===== config.mk =====
export PLATFORM = sky130hd
export DESIGN_NAME = jesd204_reset_sequencer_flat
export DESIGN_NICKNAME = d
export VERILOG_FILES = /design/src/rtl/jesd204_reset_sequencer_if.sv /design/src/rtl/jesd204_reset_sequencer.sv /design/src/flat_wrapper.sv
export SDC_FILE = /design/constraint.sdc
export NUM_CORES = 1
export LEC_CHECK = 0
export BUFFER_PORTS_ARGS = -buffer_cell sky130_fd_sc_hd__buf_2
export CORE_AREA = 2 2 87 89
export DETAILED_ROUTE_END_ITERATION = 8
export DIE_AREA = 0 0 89 91
export GPL_TIMING_DRIVEN = 1
export SLEW_MARGIN = 10
export SYNTH_ARGS = -nofsm -noshare
export SYNTH_HDL_FRONTEND = slang
export SYNTH_SLANG_ARGS = --single-unit

===== constraint.sdc =====
create_clock -name m_axi_aclk -period 1.98 [get_ports m_axi_aclk]
set_input_delay 0.198 -clock m_axi_aclk [delete_from_list [all_inputs] [get_ports m_axi_aclk]]
set_output_delay 0.198 -clock m_axi_aclk [all_outputs]
set_load 0.03 [all_outputs]

===== src/rtl/jesd204_reset_sequencer_if.sv =====
// jesd204_reset_sequencer_if: reset requests and ready inputs,
// reset pins and status outputs of the JESD204 reset sequencer.
interface jesd204_reset_sequencer_if #(
  parameter int NUM_CH = 2
);
  logic              master_reset;
  logic [NUM_CH-1:0] ch_reset;
  logic [NUM_CH-1:0] ch_ready;
  logic [NUM_CH-1:0] rst_out;
  logic              busy;
  logic              seq_done;
  logic [NUM_CH-1:0] timeout_err;

  modport master (
    output master_reset,
    output ch_reset,
    output ch_ready,
    input  rst_out,
    input  busy,
    input  seq_done,
    input  timeout_err
  );

  modport slave (
    input  master_reset,
    input  ch_reset,
    input  ch_ready,
    output rst_out,
    output busy,
    output seq_done,
    output timeout_err
  );
endinterface


===== src/rtl/jesd204_reset_sequencer.sv =====
// jesd204_reset_sequencer: per-channel reset pulse generator and
// ascending-order release sequencer for the JESD204 RX path.
module jesd204_reset_sequencer #(
  parameter int                NUM_CH          = 2,
  parameter int                PULSE_LEN       = 4800,
  parameter int                CNT_W           = 16,
  parameter int                RELEASE_GAP     = 16,
  parameter logic [NUM_CH-1:0] READY_MASK      = '0,
  parameter int                RDY_TIMEOUT     = 1000,
  parameter logic [NUM_CH-1:0] ACTIVE_LOW_MASK = NUM_CH'(2'b10)
) (
  input logic                      m_axi_aclk,
  input logic                      m_axi_aresetn,
  jesd204_reset_sequencer_if.slave bus
);

  localparam int IDX_W = (NUM_CH > 1) ? $clog2(NUM_CH) : 1;

  localparam logic [IDX_W-1:0] LAST    = IDX_W'(NUM_CH - 1);
  localparam logic [IDX_W-1:0] IDX_ONE = IDX_W'(1);
  localparam logic [CNT_W-1:0] CNT_ONE = CNT_W'(1);
  localparam logic [CNT_W-1:0] PLS_LD  = CNT_W'(PULSE_LEN - 1);
  localparam logic [CNT_W-1:0] RDY_LD  = CNT_W'(RDY_TIMEOUT - 1);
  localparam logic [CNT_W-1:0] GAP_LD  = CNT_W'(RELEASE_GAP - 1);
  // The RELEASE cycle itself is the first cycle of the gap.
  localparam logic [CNT_W-1:0] GAP_SLD =
    CNT_W'((RELEASE_GAP > 1) ? RELEASE_GAP - 2 : 0);

  typedef enum logic [2:0] {
    S_IDLE,
    S_HOLD_PEND,
    S_HOLD,
    S_REL,
    S_WAIT,
    S_GAP,
    S_DONE
  } state_t;

  state_t            state_q, state_d;
  logic [CNT_W-1:0]  cnt_q, cnt_d;
  logic [IDX_W-1:0]  idx_q, idx_d;
  logic [NUM_CH-1:0] ra_q, ra_d;
  logic [CNT_W-1:0]  pcnt_q [NUM_CH];
  logic [CNT_W-1:0]  pcnt_d [NUM_CH];
  logic              busy_q, busy_d;
  logic              done_q, done_d;
  logic [NUM_CH-1:0] terr_q, terr_d;
  logic              mr_q;
  logic [NUM_CH-1:0] chr_q;

  logic              m_edge;
  logic [NUM_CH-1:0] ch_edge;
  logic              last_ch;
  logic              rdy_cur;
  logic              rdy_to;

  assign m_edge  = bus.master_reset & ~mr_q;
  assign ch_edge = bus.ch_reset & ~chr_q;
  assign last_ch = (idx_q == LAST);
  assign rdy_cur = bus.ch_ready[idx_q];
  assign rdy_to  = (state_q == S_WAIT) && !rdy_cur
                && (cnt_q == '0);

  assign bus.rst_out     = ra_q ^ ACTIVE_LOW_MASK;
  assign bus.busy        = busy_q;
  assign bus.seq_done    = done_q;
  assign bus.timeout_err = terr_q;

  // State, counters, edge history and registered outputs.
  always_ff @(posedge m_axi_aclk) begin
    if (!m_axi_aresetn) begin
      state_q <= S_HOLD_PEND;
      cnt_q   <= '0;
      idx_q   <= '0;
      ra_q    <= '1;
      busy_q  <= 1'b1;
      done_q  <= 1'b0;
      terr_q  <= '0;
      mr_q    <= 1'b0;
      chr_q   <= '0;
      for (int i = 0; i < NUM_CH; i++) begin
        pcnt_q[i] <= '0;
      end
    end else begin
      state_q <= state_d;
      cnt_q   <= cnt_d;
      idx_q   <= idx_d;
      ra_q    <= ra_d;
      busy_q  <= busy_d;
      done_q  <= done_d;
      terr_q  <= terr_d;
      mr_q    <= bus.master_reset;
      chr_q   <= bus.ch_reset;
      for (int i = 0; i < NUM_CH; i++) begin
        pcnt_q[i] <= pcnt_d[i];
      end
    end
  end

  // Sequence walk: master edge always restarts at HOLD.
  always_comb begin
    state_d = state_q;
    cnt_d   = cnt_q;
    idx_d   = idx_q;
    if (m_edge) begin
      state_d = S_HOLD;
      cnt_d   = PLS_LD;
      idx_d   = '0;
    end else begin
      unique case (state_q)
        S_IDLE: begin
          state_d = S_IDLE;
        end
        S_HOLD_PEND: begin
          state_d = S_HOLD;
          cnt_d   = PLS_LD;
          idx_d   = '0;
        end
        S_HOLD: begin
          if (cnt_q == '0) begin
            state_d = S_REL;
          end else begin
            cnt_d = cnt_q - CNT_ONE;
          end
        end
        S_REL: begin
          if (READY_MASK[idx_q]) begin
            state_d = S_WAIT;
            cnt_d   = RDY_LD;
          end else if (last_ch) begin
            state_d = S_DONE;
          end else if (RELEASE_GAP == 1) begin
            state_d = S_REL;
            idx_d   = idx_q + IDX_ONE;
          end else begin
            state_d = S_GAP;
            cnt_d   = GAP_SLD;
          end
        end
        S_WAIT: begin
          if (rdy_cur || cnt_q == '0) begin
            if (last_ch) begin
              state_d = S_DONE;
            end else begin
              state_d = S_GAP;
              cnt_d   = GAP_LD;
            end
          end else begin
            cnt_d = cnt_q - CNT_ONE;
          end
        end
        S_GAP: begin
          if (cnt_q == '0) begin
            state_d = S_REL;
            idx_d   = idx_q + IDX_ONE;
          end else begin
            cnt_d = cnt_q - CNT_ONE;
          end
        end
        S_DONE: begin
          state_d = S_IDLE;
        end
        default: begin
          state_d = S_IDLE;
        end
      endcase
    end
  end

  // Reset vector, channel pulses, flags and status outputs.
  always_comb begin
    ra_d   = ra_q;
    terr_d = terr_q;
    for (int i = 0; i < NUM_CH; i++) begin
      pcnt_d[i] = pcnt_q[i];
    end
    busy_d = (state_d != S_IDLE);
    done_d = (state_d == S_DONE);
    if (m_edge) begin
      ra_d   = '1;
      terr_d = '0;
      for (int i = 0; i < NUM_CH; i++) begin
        pcnt_d[i] = '0;
      end
    end else if (state_q == S_IDLE) begin
      for (int i = 0; i < NUM_CH; i++) begin
        if (ch_edge[i]) begin
          ra_d[i]   = 1'b1;
          pcnt_d[i] = PLS_LD;
        end else if (ra_q[i]) begin
          if (pcnt_q[i] == '0) begin
            ra_d[i] = 1'b0;
          end else begin
            pcnt_d[i] = pcnt_q[i] - CNT_ONE;
          end
        end
      end
    end else begin
      if (state_d == S_REL) begin
        ra_d[idx_d] = 1'b0;
      end
      if (rdy_to) begin
        terr_d[idx_q] = 1'b1;
      end
    end
  end

endmodule


===== src/flat_wrapper.sv =====
// flat-port wrapper written by rule: the top's interface ports become plain ports
module jesd204_reset_sequencer_flat 
#(
  parameter int                NUM_CH          = 2,
  parameter int                PULSE_LEN       = 4800,
  parameter int                CNT_W           = 16,
  parameter int                RELEASE_GAP     = 16,
  parameter logic [NUM_CH-1:0] READY_MASK      = '0,
  parameter int                RDY_TIMEOUT     = 1000,
  parameter logic [NUM_CH-1:0] ACTIVE_LOW_MASK = NUM_CH'(2'b10)
)
  (m_axi_aclk, m_axi_aresetn, bus_master_reset, bus_ch_reset, bus_ch_ready, bus_rst_out, bus_busy, bus_seq_done, bus_timeout_err);
  jesd204_reset_sequencer_if #(.NUM_CH(NUM_CH)) bus_i ();
  input logic m_axi_aclk;
  input logic m_axi_aresetn;
  input wire logic [$bits(bus_i.master_reset)-1:0] bus_master_reset;
  input wire logic [$bits(bus_i.ch_reset)-1:0] bus_ch_reset;
  input wire logic [$bits(bus_i.ch_ready)-1:0] bus_ch_ready;
  output wire logic [$bits(bus_i.rst_out)-1:0] bus_rst_out;
  output wire logic [$bits(bus_i.busy)-1:0] bus_busy;
  output wire logic [$bits(bus_i.seq_done)-1:0] bus_seq_done;
  output wire logic [$bits(bus_i.timeout_err)-1:0] bus_timeout_err;
  assign bus_i.master_reset = bus_master_reset;
  assign bus_i.ch_reset = bus_ch_reset;
  assign bus_i.ch_ready = bus_ch_ready;
  assign bus_rst_out = bus_i.rst_out;
  assign bus_busy = bus_i.busy;
  assign bus_seq_done = bus_i.seq_done;
  assign bus_timeout_err = bus_i.timeout_err;
  jesd204_reset_sequencer #(.NUM_CH(NUM_CH), .PULSE_LEN(PULSE_LEN), .CNT_W(CNT_W), .RELEASE_GAP(RELEASE_GAP), .READY_MASK(READY_MASK), .RDY_TIMEOUT(RDY_TIMEOUT), .ACTIVE_LOW_MASK(ACTIVE_LOW_MASK)) u_core (.m_axi_aclk(m_axi_aclk), .m_axi_aresetn(m_axi_aresetn), .bus(bus_i));
endmodule

==> flow_metrics.env, run 1 <==
export IMPL_yosysUniqueCellTypes=60
export IMPL_synthMuxAreaShare=0.003066
export IMPL_worst_setup_path_end_kind="flop"
export IMPL_dp_hpwl_um=5678
export IMPL_synthAdderAreaFrac=0.01533
export IMPL_yosys_warnings=0
export IMPL_clkTransAtPathRegs_ns=0.07
export IMPL_worstPathArrival_ns=2.24
export IMPL_power_total_mw=4.059
export IMPL_synth_top_family_by_area="simple AND/OR/NAND/NOR gates"
export IMPL_hold_violations=0
export IMPL_clkLatencyLatePin_ns=0.34
export IMPL_synth_top_cell_area_share=0.3741
export IMPL_clockRootBuffer="clkbuf_8"
export IMPL_grt_max_degree=22
export IMPL_wl_per_cell_um=14.58
export IMPL_cts_hold_buf=0
export IMPL_drt_wl_total_um=8166
export IMPL_die_area_um2=8099
export IMPL_clock_sinks=61
export IMPL_postSynthAreaPerCell_um2=8.349
export IMPL_finalSetupTns_ns=-0.08776
export IMPL_synthesis_nets=402
export IMPL_cts_tree="done"
export IMPL_cts_buffers=9
export IMPL_vias_per_cell=5.491
export IMPL_layout_cells_non_filler=560
export IMPL_critPathLaunchType="flop"
export IMPL_cts_htree_levels=3
export IMPL_synth_top_cell_by_area="dfxtp_1"
export IMPL_n_fill_cell=653
export IMPL_numPortBuffers=12
export IMPL_die_h_um=91
export IMPL_timing_final_crit_share=1.014
export IMPL_grt_pass1_vias=2912
export IMPL_grt_overflow=0
export IMPL_synth_edf_count=0
export IMPL_die_w_um=89
export IMPL_start_util=0.4574
export IMPL_core_area_um2=7137
export IMPL_drcViolationCount=0
export IMPL_power_leakage_nw=1.597
export IMPL_place_gp_congestion=0.8832
export IMPL_synth_compound_area_frac=0.1863
export IMPL_outcome="finished with violations"
export IMPL_drt_iter0_drc=133
export IMPL_slew_headroom=0.6541
export IMPL_fin_util=0.5859
export IMPL_syn_area_um2=3264
export IMPL_fin_crit_ns=2.008
export IMPL_drive_above_1_share=0.2885
export IMPL_violations="negative setup slack"
export IMPL_synth_xor_area_share=0.08586
export IMPL_ys_seq_area_frac=0.3741
export IMPL_clockBufferDepth=2
export IMPL_grt_first_pass_wirelength_um=13410
export IMPL_fmax_mhz=498.0
export IMPL_grt_use_total=0.2140
export IMPL_ios=13
export IMPL_diodes=0
export IMPL_fin_hold_ws_ns=0.06670
export IMPL_fin_skew_ns=0.007149
export IMPL_synth_area_top_cells="dfxtp_1 (37%), nor2_1 (6.4%), xnor2_1 (5.4%)"
export IMPL_drv_cap=0
export IMPL_std_cell_rows=31
export IMPL_antenna_found_initial=0
export IMPL_num_nets_final=467
export IMPL_vias=3075
export IMPL_cp_required_ns=2.21
export IMPL_layout_setup_ws_ns=-0.02810
export IMPL_synth_seq_cells=61
export IMPL_ir_drop_uv=404.7
export IMPL_rsz0062_at_grt="yes"
export IMPL_syn_to_final_growth_pct=28.10
export IMPL_dpl_cell_count=539
export IMPL_crit_fanout=6
export IMPL_setup_viol=5
export IMPL_tightest_slew_ns=0.5044
export IMPL_drv_slew=0
export IMPL_synthArstFlopShare=0
export IMPL_p_per_area_nw_per_um2=970.6
export IMPL_synth_cells=391
export IMPL_setup_worst_path_class="reg2reg"
export IMPL_drt_pass1_iter_count=4
export IMPL_hold_path_class="in2reg"
export IMPL_yosys_area_share_simple=0.2890
export IMPL_ant_nets=0
export IMPL_ys_flop_type="dfxtp_1"
[layout by cell type (no fill, tap or decap), types with 4 or more instances in the layout]
cell type	n
clkbuf_8	10
nand2_1	26
a211oi_1	4
nor4_2	11
a31oi_1	7
xor2_1	12
inv_1	11
buf_2	12
nor2_1	56
a21oi_1	22
and2_1	4
dfxtp_1	61
nor3_1	16
or2_2	4
buf_4	54
o21ai_0	16
o21ai_1	9
or3_1	4
nand2b_1	5
xnor2_1	20
nor4_1	7
nand3_1	7
[cells by family after synthesis]
group	Yosys count
AO/OA/AOI/OAI	89
XOR/XNOR	32
adder cells (fa/ha/maj)	4
buffers and inverters	27
flip-flops	61
multiplexers	1
AND/OR/NAND/NOR	177
[worst max-delay path: stages, from the launching register on]
cell      delay [ns]
dfxtp_1         0.31
or4_4           0.55
nand4b_4        0.25
a211oi_4        0.28
buf_12          0.16
o21ai_4         0.08
o221a_1         0.26
[Yosys cell counts, types with 5 or more instances]
cell,number
nor3b_1,6
a31oi_1,7
inv_1,11
dfxtp_1,61
or3_1,5
o21ai_1,8
xnor2_1,20
nand2b_1,5
a21oi_1,24
clkbuf_1,7
o21ai_0,18
nand2_1,29
xor2_1,12
nor2_1,56
nor3_1,19
nand3_1,7
nor4_1,17
[metrics by stage]
step           instance area, um2  setup WS (ns)
2_1_floorplan                3271       0.003340
3_3_place_gp                 3742       -0.02736
3_5_place_dp                 3742       -0.07921
4_1_cts                      4001       -0.03795
5_1_grt                      4182        -0.1229
6_report                     4182       -0.02810
[routing by layer]
| layer | wire length (um) | share of wire | up-vias | global-route usage |
|---|---|---|---|---|
| met5 | 0 | 0 | - | 0 |
| li1 | - | - | 1541 | - |
| met2 | 4106 | 0.50 | 47 | 0.3520 |
| met4 | 248 | 0.030 | 0 | 0.1070 |
| met3 | 279 | 0.034 | 22 | 0.04727 |
| met1 | 3531 | 0.43 | 1465 | 0.2582 |
[layout make-up]
class	count	area, um2	area share
tap	99	123.9	0.02962
sequential	61	1221	0.2920
multi-input combinational	304	2087	0.4991
clock inverter	5	58.81	0.01406
timing repair buffer	69	508.0	0.1215
inverter	11	41.29	0.009874
clock buffer	11	141.4	0.03381
[timing repair]
action                                  4_1_cts  5_1_grt
setup buffers                                 1        3
resized for setup                             5       34
pin swaps                                     6       15
cloned                                        1        0
endpoints found under the setup margin       12       40
[power by group]
| part | total, mW | internal (mW) | switching [mW] |
|---|---|---|---|
| registers | 1.49 | 1.35 | 0.136 |
| clock network | 1.14 | 0.618 | 0.524 |
| logic | 1.43 | 0.699 | 0.730 |
| total | 4.06 | 2.67 | 1.39 |
[state kept, by name (all words and copies together), names as in the netlist]
signal	cells
u_core.ra_q	2
u_core.bus.timeout_err	2
u_core.pcnt_q	32
u_core.bus.seq_done	1
u_core.state_q	3
u_core.chr_q	2
u_core.mr_q	1
u_core.cnt_q	16
u_core.idx_q	1
u_core.bus.busy	1
[final timing paths]
check	cells after the start	from	slack (ns)	end
worst max-delay path	6	u_core.cnt_q[5]	-0.03	u_core.cnt_q[0]
worst min-delay path	2	bus_ch_reset[0]	0.07	u_core.chr_q[0]
worst max register to register	6	u_core.cnt_q[5]	-0.03	u_core.cnt_q[0]
worst min register to register	2	u_core.bus.timeout_err[1]	0.47	u_core.bus.timeout_err[1]
No activity file was read; power rests on OpenSTA's default activity.
==> run 2, diff against run 1 <==
CELL_PAD_IN_SITES_DETAIL_PLACEMENT = 0   (was unset)
CELL_PAD_IN_SITES_GLOBAL_PLACEMENT = 1   (was unset)
CORE_AREA = 2 2 92 94   (was 2 2 87 89)
DIE_AREA = 0 0 94 96   (was 0 0 89 91)
PLACE_DENSITY_LB_ADDON = 0.1   (was unset)
==> flow_metrics.env, run 2 (same netlist as run 1, synthesis figures left out) <==
export IMPL_final_common_cell="buf_4"
export IMPL_ant_nets=0
export IMPL_hold_violations=0
export IMPL_vias_per_cell=5.274
export IMPL_dpl_cell_count=554
export IMPL_cts_buffers=9
export IMPL_path_buf_inv=1
export IMPL_worst_setup_path_end_kind="flop"
export IMPL_timing_final_crit_share=1.063
export IMPL_grt_max_degree=18
export IMPL_die_h_um=96
export IMPL_fin_util=0.5262
export IMPL_clockBufferDepth=2
export IMPL_drt_iter0_drc=77
export IMPL_crit_fanout=6
export IMPL_grt_use_total=0.1979
export IMPL_grt_first_pass_wirelength_um=13920
export IMPL_fin_skew_ns=0.01302
export IMPL_worstPathArrival_ns=2.33
export IMPL_cts_tree="done"
export IMPL_regToRegSetupSlack_ns=-0.12
export IMPL_die_area_um2=9024
export IMPL_cp_required_ns=2.21
export IMPL_grt_overflow=0
export IMPL_drv_cap=0
export IMPL_antenna_found_initial=0
export IMPL_num_nets_final=475
export IMPL_drcViolationCount=0
export IMPL_critPathLaunchType="flop"
export IMPL_syn_to_final_growth_pct=29.78
export IMPL_cpMaxStageDelayCell="or4_4"
export IMPL_ios=13
export IMPL_std_cell_rows=33
export IMPL_largest_reg_flops=32
export IMPL_wl_per_cell_um=14.68
export IMPL_numPortBuffers=12
export IMPL_clkLatencyLatePin_ns=0.35
export IMPL_critPathTopFamily="simple AND/OR/NAND/NOR gates"
export IMPL_drive_above_1_share=0.2772
export IMPL_fin_crit_ns=2.104
export IMPL_hold_path_class="in2reg"
export IMPL_cts_htree_levels=3
export IMPL_dp_hpwl_um=6047
export IMPL_drv_slew=0
export IMPL_p_per_area_nw_per_um2=1000
export IMPL_layout_cells_non_filler=574
export IMPL_outcome="finished with violations"
export IMPL_fin_area_um2=4237
export IMPL_place_gp_congestion=0.9080
export IMPL_crit_chain="or4_4 -> nand4b_4 -> a211oi_4 -> buf_6 -> o21ai_4 -> o221a_1"
export IMPL_layout_setup_ws_ns=-0.1240
export IMPL_largest_register="u_core.pcnt_q"
export IMPL_worst_path_stages=6
export IMPL_finalSetupTns_ns=-0.7608
export IMPL_diodes=0
export IMPL_die_w_um=94
export IMPL_clockRootBuffer="clkbuf_8"
export IMPL_tightest_slew_ns=0.4464
export IMPL_fin_hold_ws_ns=0.05690
export IMPL_core_area_um2=8051
export IMPL_setup_worst_path_class="reg2reg"
export IMPL_start_util=0.4054
export IMPL_fmax_mhz=475.3
export IMPL_rsz0062_at_grt="yes"
export IMPL_slew_headroom=0.6939
export IMPL_power_leakage_nw=1.661
export IMPL_power_total_mw=4.237
export IMPL_cpPeakStageDelay_ns=0.57
export IMPL_whs_path_depth=2
export IMPL_place_ws_ns=-0.05558
export IMPL_vias=3027
export IMPL_ir_drop_uv=392.7
export IMPL_rr_worst_depth=6
export IMPL_setup_viol=14
export IMPL_violations="negative setup slack"
export IMPL_clock_sinks=61
export IMPL_dpl_instance_area_um2=3817
export IMPL_clkTransAtPathRegs_ns=0.08
export IMPL_drt_wl_total_um=8428
export IMPL_layout_common_cells="buf_4 (63), dfxtp_1 (59), nor2_1 (56)"
export IMPL_grt_pass1_vias=2912
export IMPL_drt_pass1_iter_count=4
export IMPL_reg_top3="u_core.pcnt_q x32, u_core.cnt_q x16, u_core.state_q x3"
[run 2: area by class of cell]
type | instances | area, um2
fillers | 763 | 3815
multi-input cells | 304 | 2052
flip-flops and latches | 61 | 1224
repair buffers | 77 | 555.5
clock buffers | 11 | 151.4
well taps | 105 | 131.4
clock inverters | 5 | 81.33
inverters | 11 | 41.29
[run 2: final timing paths]
kind	to	start
worst max-delay path	u_core.cnt_q[1]	u_core.cnt_q[6]
worst min-delay path	u_core.chr_q[0]	bus_ch_reset[0]
worst max register to register	u_core.cnt_q[1]	u_core.cnt_q[6]
worst min register to register	u_core.bus.timeout_err[1]	u_core.bus.timeout_err[1]
[run 2: per-layer routing]
layer | wire length (um) | global-route usage | part of all wire
met5 | 0 | 0 | 0
met4 | 173 | 0.08575 | 0.021
met3 | 148 | 0.03211 | 0.018
met2 | 4117 | 0.3452 | 0.49
met1 | 3989 | 0.2414 | 0.47
[run 2: what timing repair did]
item | CTS | global route
pin swaps | 5 | 20
gates resized for setup | 5 | 25
setup buffers | 1 | 3
gates cloned | 0 | 1
endpoints found under the setup margin | 8 | 45
hold buffers | 0 | 0
[run 2: report_power, final]
part           internal [mW]  switching, mW
sequential              1.35          0.138
clock                  0.780          0.527
combinational          0.710          0.730
==> run 3, diff against run 2 <==
CORE_AREA = 3 3 93 95   (was 2 2 92 94)
DIE_AREA = 0 0 96 98   (was 0 0 94 96)
==> flow_metrics.env, run 3 (same netlist as run 1, synthesis figures left out) <==
export IMPL_ios=13
export IMPL_syn_to_final_growth_pct=25.64
export IMPL_fin_crit_ns=2.027
export IMPL_num_nets_final=464
export IMPL_setup_viol=8
export IMPL_rr_worst_depth=9
export IMPL_layout_setup_ws_ns=-0.04730
export IMPL_n_fill_cell=780
export IMPL_grt_pass1_vias=2936
export IMPL_fin_skew_ns=0.005904
export IMPL_grt_first_pass_wirelength_um=13900
export IMPL_clockBufferDepth=2
export IMPL_ff_latch_area_um2=1222
export IMPL_p_per_area_nw_per_um2=961.2
export IMPL_vias_per_cell=5.305
export IMPL_drive_above_1_share=0.2707
export IMPL_finalSetupTns_ns=-0.1601
export IMPL_combPwrFrac=0.341
export IMPL_ir_drop_uv=411.1
export IMPL_drt_wl_total_um=8059
export IMPL_die_h_um=98
export IMPL_timing_final_crit_share=1.024
export IMPL_vias=2971
export IMPL_die_area_um2=9408
export IMPL_largest_reg_flops=32
export IMPL_wl_per_cell_um=14.39
export IMPL_numPortBuffers=12
export IMPL_dp_hpwl_um=5872
export IMPL_drv_slew=0
export IMPL_whs_path_depth=2
export IMPL_multi_input_area_um2=2023
export IMPL_outcome="finished with violations"
export IMPL_cts_buffers=9
export IMPL_std_cell_rows=32
export IMPL_core_area_um2=7807
export IMPL_start_util=0.4181
export IMPL_place_ws_ns=-0.06207
export IMPL_tightest_slew_ns=0.5362
export IMPL_cts_hold_buf=0
export IMPL_critPathLaunchType="flop"
export IMPL_largest_register="u_core.pcnt_q"
export IMPL_clkTransAtPathRegs_ns=0.08
export IMPL_cts_htree_levels=3
export IMPL_grt_use_total=0.1858
export IMPL_layout_cells_non_filler=560
export IMPL_grt_max_degree=22
export IMPL_final_common_cell="dfxtp_1"
export IMPL_crit_fanout=6
export IMPL_worst_setup_path_end_kind="flop"
export IMPL_fmax_mhz=493.3
export IMPL_seqPwrFrac=0.375
export IMPL_clock_sinks=61
export IMPL_place_gp_congestion=0.8851
export IMPL_clkLatencyLatePin_ns=0.34
export IMPL_regToRegSetupSlack_ns=-0.05
export IMPL_power_total_mw=3.942
export IMPL_drt_iter0_drc=64
export IMPL_ant_nets=0
export IMPL_violations="negative setup slack"
export IMPL_layout_common_cells="dfxtp_1 (60), nor2_1 (55), buf_4 (51)"
export IMPL_internal_power_mw=2.574
export IMPL_cp_required_ns=2.22
export IMPL_worstPathArrival_ns=2.27
export IMPL_rsz0062_at_grt="yes"
export IMPL_diodes=0
export IMPL_die_w_um=96
export IMPL_hold_violations=0
export IMPL_cts_tree="done"
export IMPL_drt_pass1_iter_count=4
export IMPL_setup_worst_path_class="reg2reg"
export IMPL_pwr_share_clk=0.284
export IMPL_power_leakage_nw=1.588
export IMPL_dpl_cell_count=542
export IMPL_clockRootBuffer="clkbuf_8"
export IMPL_drv_cap=0
export IMPL_hold_path_class="in2reg"
export IMPL_drcViolationCount=0
export IMPL_antenna_found_initial=0
export IMPL_p_switching_mw=1.369
export IMPL_switching_share=0.3472
export IMPL_reg_top3="u_core.pcnt_q x32, u_core.cnt_q x16, u_core.state_q x3"
export IMPL_slew_headroom=0.6418
export IMPL_grt_overflow=0
[run 3: changes by cell type in the layout (fill, tap and decap cells not counted), moves of 3 or more]
cell / previous run / this run
buf_4: 63 / 51
nor4_1: 7 / 12
nor3_1: 19 / 16
nor4_2: 10 / 7
nor3_2: 0 / 3
[run 3: layer usage]
layer	GRT usage	vias to the layer above	wire, um
met2	0.3001	32	3964
met1	0.2460	1392	3850
met4	0.05033	0	79
met3	0.04391	7	165
met5	0	-	0
li1	-	1540	-
[run 3: repair_timing]
action	in CTS	in global routing
setup endpoints to repair	12	40
pin swaps	5	19
buffers inserted	1	1
resized for setup	6	29
cloned	0	0
[run 3: final cells by class]
cell class,instances,area share
Multi-Input combinational cell,303,0.4933
Timing Repair Buffer,67,0.1190
Inverter,11,0.01007
Clock buffer,9,0.03020
Tap cell,102,0.03112
Sequential cell,61,0.2980
Clock inverter,7,0.01830
[run 3: through the flow]
step                area, um2    util  hold WS (ns)
floorplan                3271       -        0.3197
CTS                      3983  0.5101       0.06027
global placement         3746  0.4798        0.4133
finish                   4101  0.5253       0.06934
detailed placement       3746  0.4798        0.4187
global route             4101  0.5253       0.08589
[run 3: critical path, cell delays in order (launching register included)]
cell and delay [ns]:
dfxtp_2 0.32, or4_4 0.57, and4b_1 0.29, buf_6 0.14
buf_4 0.11, buf_6 0.10, nor2_1 0.04, o21ai_1 0.14
a22oi_2 0.08, and3_1 0.15
[run 3: worst paths after layout]
check | from | end
setup / recovery | u_core.cnt_q[6] | u_core.bus.seq_done
hold / removal | bus_ch_reset[0] | u_core.chr_q[0]
setup reg to reg | u_core.cnt_q[6] | u_core.bus.seq_done
hold reg to reg | u_core.bus.timeout_err[1] | u_core.bus.timeout_err[1]
[run 3: power groups by stage]
stage / logic (mW) / clock network, mW / registers (mW)
global route: 1.51 / 1.21 / 1.50
CTS: 1.30 / 1.15 / 1.47
detailed placement: 1.26 / 0 / 1.49
global placement: 1.26 / 0 / 1.49
floorplan: 0.876 / 0 / 1.49
finish: 1.35 / 1.12 / 1.48
